### src/rtl/vsync_decoder.sv
// rtl/vsync_decoder.sv - vsync timing recovery, lock detect and visible-row decode
//
// Purpose:
//   Follows an incoming vsync level together with a one-cycle-per-line strobe.
//   Measures the length of each frame and the width of each vsync pulse against
//   640x480@60Hz vertical timing, and declares lock after LOCK_FRAMES
//   consecutive good frames. While locked, it regenerates the visible-line
//   enable and the row index for downstream capture logic.
//
// Ports:
//   clk            system clock
//   i_sclr         synchronous active-high reset
//   i_hen          line strobe, one clk-cycle pulse per line
//   i_vsync        incoming vsync, active-high, sampled only when i_hen=1
//   o_locked       frame timing locked
//   o_frame_start  one-cycle pulse after a strobe that saw a vsync rising edge
//   o_err          one-cycle pulse after a bad-frame or timeout strobe
//   o_lines        last measured frame length in lines
//   o_addr_enb     current line is visible (only while locked)
//   o_idx          visible row index 0..479, 0 outside the visible area

module vsync_decoder #(
  parameter int VSYNC_PULSE_UTIME  = 2,
  parameter int BACK_PORCH_UTIME   = 35,
  parameter int VISIBLE_AREA_UTIME = 515,
  parameter int COUNTER            = 525,
  parameter int COUNTER_BIT        = 10,
  parameter int LOCK_FRAMES        = 2
) (
  input  logic                   clk,
  input  logic                   i_sclr,
  input  logic                   i_hen,
  input  logic                   i_vsync,
  output logic                   o_locked,
  output logic                   o_frame_start,
  output logic                   o_err,
  output logic [COUNTER_BIT-1:0] o_lines,
  output logic                   o_addr_enb,
  output logic [8:0]             o_idx
);

  localparam logic [0:0] ST_SEARCH = 1'b0;
  localparam logic [0:0] ST_TRACK  = 1'b1;

  localparam logic [COUNTER_BIT-1:0] CNT_MAX  = {COUNTER_BIT{1'b1}};
  localparam logic [COUNTER_BIT-1:0] BP_LINE  = COUNTER_BIT'(BACK_PORCH_UTIME);
  localparam logic [COUNTER_BIT-1:0] VA_LINE  = COUNTER_BIT'(VISIBLE_AREA_UTIME);
  localparam logic [COUNTER_BIT:0]   LEN_GOOD = (COUNTER_BIT+1)'(COUNTER);
  localparam logic [3:0]             PW_GOOD  = 4'(VSYNC_PULSE_UTIME);
  localparam logic [3:0]             PW_MAX   = 4'hF;
  localparam logic [2:0]             LOCK_N   = 3'(LOCK_FRAMES);

  logic [0:0]             state;
  logic [COUNTER_BIT-1:0] cnt;
  logic [3:0]             pw;
  logic                   pw_stop;
  logic                   prev;
  logic [2:0]             good_cnt;

  logic [0:0]             nxt_state;
  logic [COUNTER_BIT-1:0] nxt_cnt;
  logic [3:0]             nxt_pw;
  logic                   nxt_pw_stop;
  logic [2:0]             nxt_good;
  logic                   nxt_locked;
  logic                   nxt_fs;
  logic                   nxt_err;
  logic [COUNTER_BIT-1:0] nxt_lines;
  logic [COUNTER_BIT:0]   len;
  logic                   nxt_vis;
  logic [8:0]             nxt_idx;
  logic                   rise;

  assign rise = i_vsync & ~prev;

  // Per-strobe next state; only committed on edges where i_hen=1.
  always_comb begin
    nxt_state   = state;
    nxt_cnt     = cnt;
    nxt_pw      = pw;
    nxt_pw_stop = pw_stop;
    nxt_good    = good_cnt;
    nxt_locked  = o_locked;
    nxt_fs      = 1'b0;
    nxt_err     = 1'b0;
    nxt_lines   = o_lines;
    // One extra bit so a saturated counter measures as 2^COUNTER_BIT.
    len         = {1'b0, cnt} + 1'b1;

    if (state == ST_SEARCH) begin
      if (rise) begin
        nxt_cnt     = '0;
        nxt_pw      = 4'd1;
        nxt_pw_stop = 1'b0;
        nxt_fs      = 1'b1;
        nxt_state   = ST_TRACK;
      end
    end else if (rise) begin
      nxt_lines = len[COUNTER_BIT-1:0];
      if (len == LEN_GOOD && pw == PW_GOOD) begin
        if (good_cnt < LOCK_N) begin
          nxt_good = good_cnt + 3'd1;
        end
        if (nxt_good == LOCK_N) begin
          nxt_locked = 1'b1;
        end
      end else begin
        nxt_good   = '0;
        nxt_locked = 1'b0;
        nxt_err    = 1'b1;
      end
      nxt_cnt     = '0;
      nxt_pw      = 4'd1;
      nxt_pw_stop = 1'b0;
      nxt_fs      = 1'b1;
    end else if (cnt == CNT_MAX) begin
      // No rise within the counter range: the source is gone, start over.
      nxt_err    = 1'b1;
      nxt_locked = 1'b0;
      nxt_good   = '0;
      nxt_state  = ST_SEARCH;
    end else begin
      nxt_cnt = cnt + 1'b1;
      // Pulse width only counts the first high run after the rise.
      if (!i_vsync) begin
        nxt_pw_stop = 1'b1;
      end else if (!pw_stop && pw != PW_MAX) begin
        nxt_pw = pw + 4'd1;
      end
    end
  end

  // Visible decode works on the post-update line count and lock.
  always_comb begin
    nxt_vis = nxt_locked && (nxt_cnt >= BP_LINE) && (nxt_cnt < VA_LINE);
    nxt_idx = nxt_vis ? 9'(nxt_cnt - BP_LINE) : 9'd0;
  end

  always_ff @(posedge clk) begin
    if (i_sclr) begin
      state         <= ST_SEARCH;
      cnt           <= '0;
      pw            <= '0;
      pw_stop       <= 1'b0;
      prev          <= 1'b0;
      good_cnt      <= '0;
      o_locked      <= 1'b0;
      o_frame_start <= 1'b0;
      o_err         <= 1'b0;
      o_lines       <= '0;
      o_addr_enb    <= 1'b0;
      o_idx         <= '0;
    end else begin
      o_frame_start <= 1'b0;
      o_err         <= 1'b0;
      if (i_hen) begin
        prev          <= i_vsync;
        state         <= nxt_state;
        cnt           <= nxt_cnt;
        pw            <= nxt_pw;
        pw_stop       <= nxt_pw_stop;
        good_cnt      <= nxt_good;
        o_locked      <= nxt_locked;
        o_frame_start <= nxt_fs;
        o_err         <= nxt_err;
        o_lines       <= nxt_lines;
        o_addr_enb    <= nxt_vis;
        o_idx         <= nxt_idx;
      end
    end
  end

endmodule

### config.mk
export PLATFORM = sky130hd
export DESIGN_NAME = vsync_decoder
export DESIGN_NICKNAME = d
export VERILOG_FILES = /design/src/rtl/vsync_decoder.sv
export SDC_FILE = /design/constraint.sdc
export NUM_CORES = 1
export LEC_CHECK = 0
export ABC_AREA = 1
export CORE_MARGIN = 2
export CORE_UTILIZATION = 35
export DETAILED_ROUTE_END_ITERATION = 10
export GPL_ROUTABILITY_DRIVEN = 0
export PLACE_DENSITY = 0.62
export RECOVER_POWER = 25
export SLEW_MARGIN = 0
export SYNTH_ARGS = -nofsm -noshare
export SYNTH_HDL_FRONTEND = slang
export SYNTH_SLANG_ARGS = --single-unit
### constraint.sdc
create_clock -name clk -period 2.4 [get_ports clk]
set_clock_uncertainty 0.2 [all_clocks]
set_input_delay 0.36 -clock clk [delete_from_list [all_inputs] [get_ports clk]]
set_output_delay 0.36 -clock clk [all_outputs]
set_load 0.01 [all_outputs]
After elaboration in Yosys (flattened, before gate mapping):

Cells that the tools add are included.

* word-level logic and storage cells: 81
* output and inout bits: 23
* bits of input ports: 4
* register bits: 43

* bitwise operators: 4
* muxes and demuxes: 35
* order comparisons: 3
* add/sub/neg operators: 5
* equality and inequality tests: 7
* reduce and logical (&&, ||, !) cells: 15

Operator list (number)
* 10-bit 2-to-1 mux: 4
* 4-bit 2-to-1 mux: 6
* 3-bit 2-to-1 mux: 7
* 1-bit 2-to-1 mux: 17
* 10-bit by 1-bit adder with 11-bit output (second input constant): 1
* 11-bit by 10-bit == test with 1-bit output (second input constant): 1
* 10-bit by 1-bit adder with 10-bit output (second input constant): 1
* 10-bit == test (second input constant): 1
* 10-bit by 6-bit >= comparator with 1-bit output (second input constant): 1
* 10-bit < comparator (second input constant): 1
* 9-bit 2-to-1 mux: 1
* 9-bit by 6-bit subtractor with 9-bit output (second input constant): 1
* 2-bit nonzero test: 4
* 3-bit AND reduction: 2
* 5-bit AND reduction: 1
* 4-bit by 1-bit adder with 4-bit output (second input constant): 1
* 4-bit by 2-bit == test with 1-bit output (second input constant): 1
* 1-bit logical AND: 4
* 4-bit != test (second input constant): 1
* 4-bit AND reduction: 1
* 3-bit by 1-bit adder with 3-bit output (second input constant): 1
* 3-bit by 2-bit == test with 1-bit output (second input constant): 1
* 3-bit by 2-bit < comparator with 1-bit output (second input constant): 1
* 1-bit inverter: 3
* other kinds (6): 6

Longest topological paths before layout:

* depth in word-level cells: 14
* gate-level depth with buffers: 19
* gate-level depth less buffers: 19

Worst setup path before layout:

OpenSTA, ideal clock, no wires.

* kind: register to register
* start point: register cnt[0]
* end point: register o_addr_enb
* slack: -0.237 ns
* data required time: 2.085 ns
* clock period less this slack: 2.637 ns
* library setup time: 0.115 ns
* path buffers: 0
* stages on the path, launching flop included: 19
* arrival: 2.323 ns
* cell sequence: dfxtp_1 > ha_1 > nand2_2 > nor2_4 > nand3_4 > nand2_1 > nand2_1 > nand3_1 > nand2_1 > ha_1 > inv_1 > nand3_1 > nor2_1 > nand2_1 > nand2_2 > inv_2 > nor2_4 > nor2_8 > o21a_1

* elaborated cells between the ends (all ways): 17
* those cells by class: add/sub (2); order compare (2); eq/ne (2); mux (8); reduce/logical (3)

RTL lines
* start, declared: line 54 `logic [COUNTER_BIT-1:0] cnt;`
* start signal, assigned: line 159 `cnt <= nxt_cnt;`
* 10-bit by 1-bit adder with 10-bit output or 10-bit == test (tied branches): line 123, 116
* 10-bit 2-to-1 mux (*): line 116 `end else if (cnt == CNT_MAX) begin`
* 10-bit 2-to-1 mux (*): line 98 `end else if (rise) begin`
* 10-bit 2-to-1 mux (*): line 90 `if (state == ST_SEARCH) begin`
* via nxt_cnt[1]: line 61 `logic [COUNTER_BIT-1:0] nxt_cnt;`
* 10-bit by 6-bit >= comparator with 1-bit output: line 135 `nxt_vis = nxt_locked && (nxt_cnt >= BP_LINE) && (nxt_cnt < VA_LINE);`
* 1-bit logical AND: line 135
* 1-bit logical AND (*): line 135
* end signal, assigned: line 167 `o_addr_enb <= nxt_vis;`
* end, declared: line 38 `output logic o_addr_enb,`

Mark *: on every way through the listed nets, which the timed path passes. The rest lies on a longest branch.
A chain may end at the register's enable or synchronous reset.

Final worst setup path:

* start point: register cnt[4]
* end point: register o_addr_enb

* elaborated cells between the ends (all ways): 17
* those cells by class: add/sub (2); order compare (2); eq/ne (2); mux (8); reduce/logical (3)

RTL lines (line)
* 10-bit == test (*): 116
* 10-bit 2-to-1 mux (*): 116
* 10-bit 2-to-1 mux (*): 98
* 10-bit 2-to-1 mux (*): 90
* via nxt_cnt[1]: 61
* 10-bit by 6-bit >= comparator with 1-bit output: 135
* 1-bit logical AND: 135
* 1-bit logical AND (*): 135

Marks and branches as above.

==> results.md <==
- Antenna viol nets, final: 0
- Number of buffers inserted during clock tree synthesis: 5
- Total of flip-flops plus latches after synthesis: 43
- Delay of the slowest cell on the worst path: 390 ps
- Cells after synthesis: 368
- Post-synth top area share: 35.28%
- Via count of the first global-routing pass: 2510
- First-pass GRT wire length: 11.54 mm
- Routed wire per std cell: 13.30 um
- Violations in the final reports: setup timing
- Area of the multi-input gates: 1556 um^2
- Pre-CTS setup slack: -343.7 ps
- Via count: 2714
- Hold buffer count at cts: 0
- Path class of the lowest-slack min-delay path: flip-flop to flip-flop
- Register area share after synthesis: 35.28%
- Number of enable-type register cells in the synthesized netlist: 0
- Fraction of final layout cells with drive strength greater than 1: 33.40%
- Sequential cell area: 868.3 um^2
- RSZ-0062 raised after global routing: yes
- Number of nets in the synthesized netlist: 378
- Highest-delay cell along the critical path: dfxtp_1
- Total gr overflow: 0
- Arrival time worst endpoint: 2510 ps
- Chip Width: 87.49 um
- Synth warnings: 0
- Post-layout worst setup margin: -104.7 ps
- Clock insertion delay at the later pin of the skew report: 300 ps
- Worst-path maximum fanout: 5
- Clock tree from TritonCTS: built
- Worst voltage drop across the vdd grid: 0.2336 mV
- Most used DFF post-synth: dfxtp_1
- Setup crit start kind: flip-flop
- Top achievable clock speed: 399.2 MHz
- Number of setup violations in the final report: 10
- Post-route fraction of the period consumed by the critical path: 104.4%
- DRC violation total after the first TritonRoute iteration: 165
- Leakage component of the power: 1.718 nW
- Max Root-Sink Buffers: 2
- Worst slew pin tran: 592.8 ps
- Critical Path Sink Type: flip-flop
- Most frequent cell after synthesis: nand2_1
- Tot GR Track Use: 19.25%
- Cell breakdown of the critical path: nand2_1, nor2_4, nand3_4, nand2_2, nand2_2, nand3_2, nand2_2, ha_4, inv_4, nand3_4, nor2_4, nand2_2, nand2_4, inv_2, nor2_4, nor2_4, o21a_1
- Placed wire-length estimate: 5.299 mm
- Post-synthesis cell area: 2440 um^2
- Pin count of the biggest net entering global routing: 22
- CTS sink count: 43
- Worst setup path class: flip-flop to flip-flop
- Largest cells by area after synthesis: dfxtp_1, nand2_1, inv_1
- Die span in y: 87.49 um
- Data required time of the worst path: 2400 ps
- Final min period: 2505 ps
- Count of max-cap constraint violations: 0
- Number of optimization iterations in the first detailed-route pass: 4
- Cell area power density: 400.2 nW/um^2
- Initial core utilization: 36.11%
- Number of slew-limit violations in the final report: 0
- Nets@finish: 485
- Via count normalized by instance count: 4.881
- Result of the run: complete, but fails checks
- Mean instance size in the synthesized netlist: 6.630 um^2
- Fin cells: 556
- Ranking of synthesized cells by instance count: nand2_1, inv_1, dfxtp_1, nor2_1, a21oi_1
- Drc violations: 0
- Finished Core Util: 54.81%
- Ys async rst share: 0%
- Area of the placeable core: 6756 um^2
- P&R area growth vs syn: 51.79%
- Count of filler cells inserted in the layout: 641
- Post-Route Setup TNS: -779.2 ps
- Io pins: 27
- Depth of the CTS H-tree: 2
- Port bufs: 26
- Count of endpoints failing hold in the final timing report: 0
- Worst max-slew margin expressed relative to the limit: 60.34%
- Antenna violations before repair: 0
- Detailed-route wire length: 7.393 mm
- Clock input transition at the sequential cells of the worst setup and hold paths: 80 ps
- Antenna diode count: 0
- Distinct cells, synth: 31
- Cell Count Post-Placement: 529
- Clock root buffer master: clkbuf_8
- Largest area contributor in the synthesized netlist: dfxtp_1
- Number of rows in the core area: 30
- Area enclosed by the die boundary: 7655 um^2
## registers in the layout, summed over array words and instances (netlist names)
signal	flops
pw	4
good_cnt	3
o_addr_enb	1
state	1
pw_stop	1
o_err	1
o_locked	1
cnt	10
o_lines	10
prev	1
o_frame_start	1
o_idx	9
## worst max-delay path: cells and delay by family (launching register included)
family | cells | cell delay, ps
AOI/OAI and AO/OA | 1 | 170
adders and majority gates | 1 | 180
buffers and inverters | 2 | 100
DFF | 1 | 390
and+or+nand+nor | 13 | 1360
## stage by stage
stage / area [um^2] / hold WS (ps) / total power [mW]
global route: 3704 / 280.6 / 1.555
detailed placement: 3272 / 248.5 / 0.9628
floorplan: 2467 / 226.8 / 0.8514
finish: 3704 / 259.4 / 1.482
CTS: 3501 / 262.2 / 1.474
global placement: 3272 / 234.7 / 0.9605
## power breakdown
| part | internal [mW] | leakage (nW) | switching [mW] |
|---|---|---|---|
| Sequential | 0.726 | 0.350 | 0.0110 |
| Clock | 0.235 | 0.0474 | 0.261 |
| Combinational | 0.114 | 1.32 | 0.135 |
## cell type report
cell class / instances / share of cell area [%]
multi-input cells: 265 / 42.03
clock buffers: 6 / 2.230
well taps: 80 / 2.703
flip-flops and latches: 43 / 23.45
clock inverters: 2 / 0.4392
repair buffers: 108 / 23.75
inverters: 52 / 5.405
## layer usage
| layer | GRT usage [%] | up-vias | part of all wire (%) |
|---|---|---|---|
| met5 | 0 | - | 0 |
| met4 | 5.734 | 0 | 1.7 |
| met3 | 3.033 | 13 | 4.8 |
| met2 | 30.99 | 56 | 48 |
| met1 | 26.44 | 1239 | 46 |
| li1 | - | 1406 | - |
## kinds of logic (layout without fill, tap and decap cells)
family                     count (synthesis)  count (layout)  share of synthesized area [%]
AOI/OAI and AO/OA                         61              61                          14.21
buffers and inverters                     61             168                          9.488
xor gates and xnor gates                   5               5                          1.795
and+or+nand+nor                          192             193                          36.15
DFF                                       43              43                          35.28
adders and majority gates                  6               6                          3.077
## cell usage in the layout (no fill, tap or decap), types with 2 or more instances in the layout
cell	synthesis	final
a21oi_2	1	6
xnor2_1	2	2
nand4_1	5	5
nor2_2	1	6
o211ai_1	6	6
ha_1	6	3
nor3_1	3	3
xor2_1	3	3
clkdlybuf4s50_1	0	26
inv_4	0	2
nor2_1	39	31
o32ai_1	5	5
nand2_2	7	19
o21ai_0	19	18
inv_1	46	43
ha_4	0	3
nand3_4	1	3
nand3_1	24	17
clkbuf_8	0	6
nand2_1	99	84
buf_6	0	2
nand3_2	5	10
inv_2	6	7
dfxtp_1	43	41
dfxtp_4	0	2
nor2_4	2	6
a21oi_1	27	22
buf_4	0	79
and2_1	2	2
nand2_4	1	4
## worst paths after layout
| kind | startpoint | endpoint | slack, ps | cells past startpoint |
|---|---|---|---|---|
| setup / recovery | cnt[4] | o_addr_enb | -100 | 17 |
| hold / removal | pw_stop | pw_stop | 260 | 2 |
| setup reg to reg | cnt[4] | o_addr_enb | -100 | 17 |
| hold reg to reg | pw_stop | pw_stop | 260 | 2 |
## what timing repair did
action | in CTS | in global routing
setup buffers | 9 | 9
resized for setup | 14 | 38
pin swaps | 23 | 26
setup endpoints to repair | 10 | 10
gates cloned | 1 | 0
Note: power is estimated with default switching activity, not from simulation.
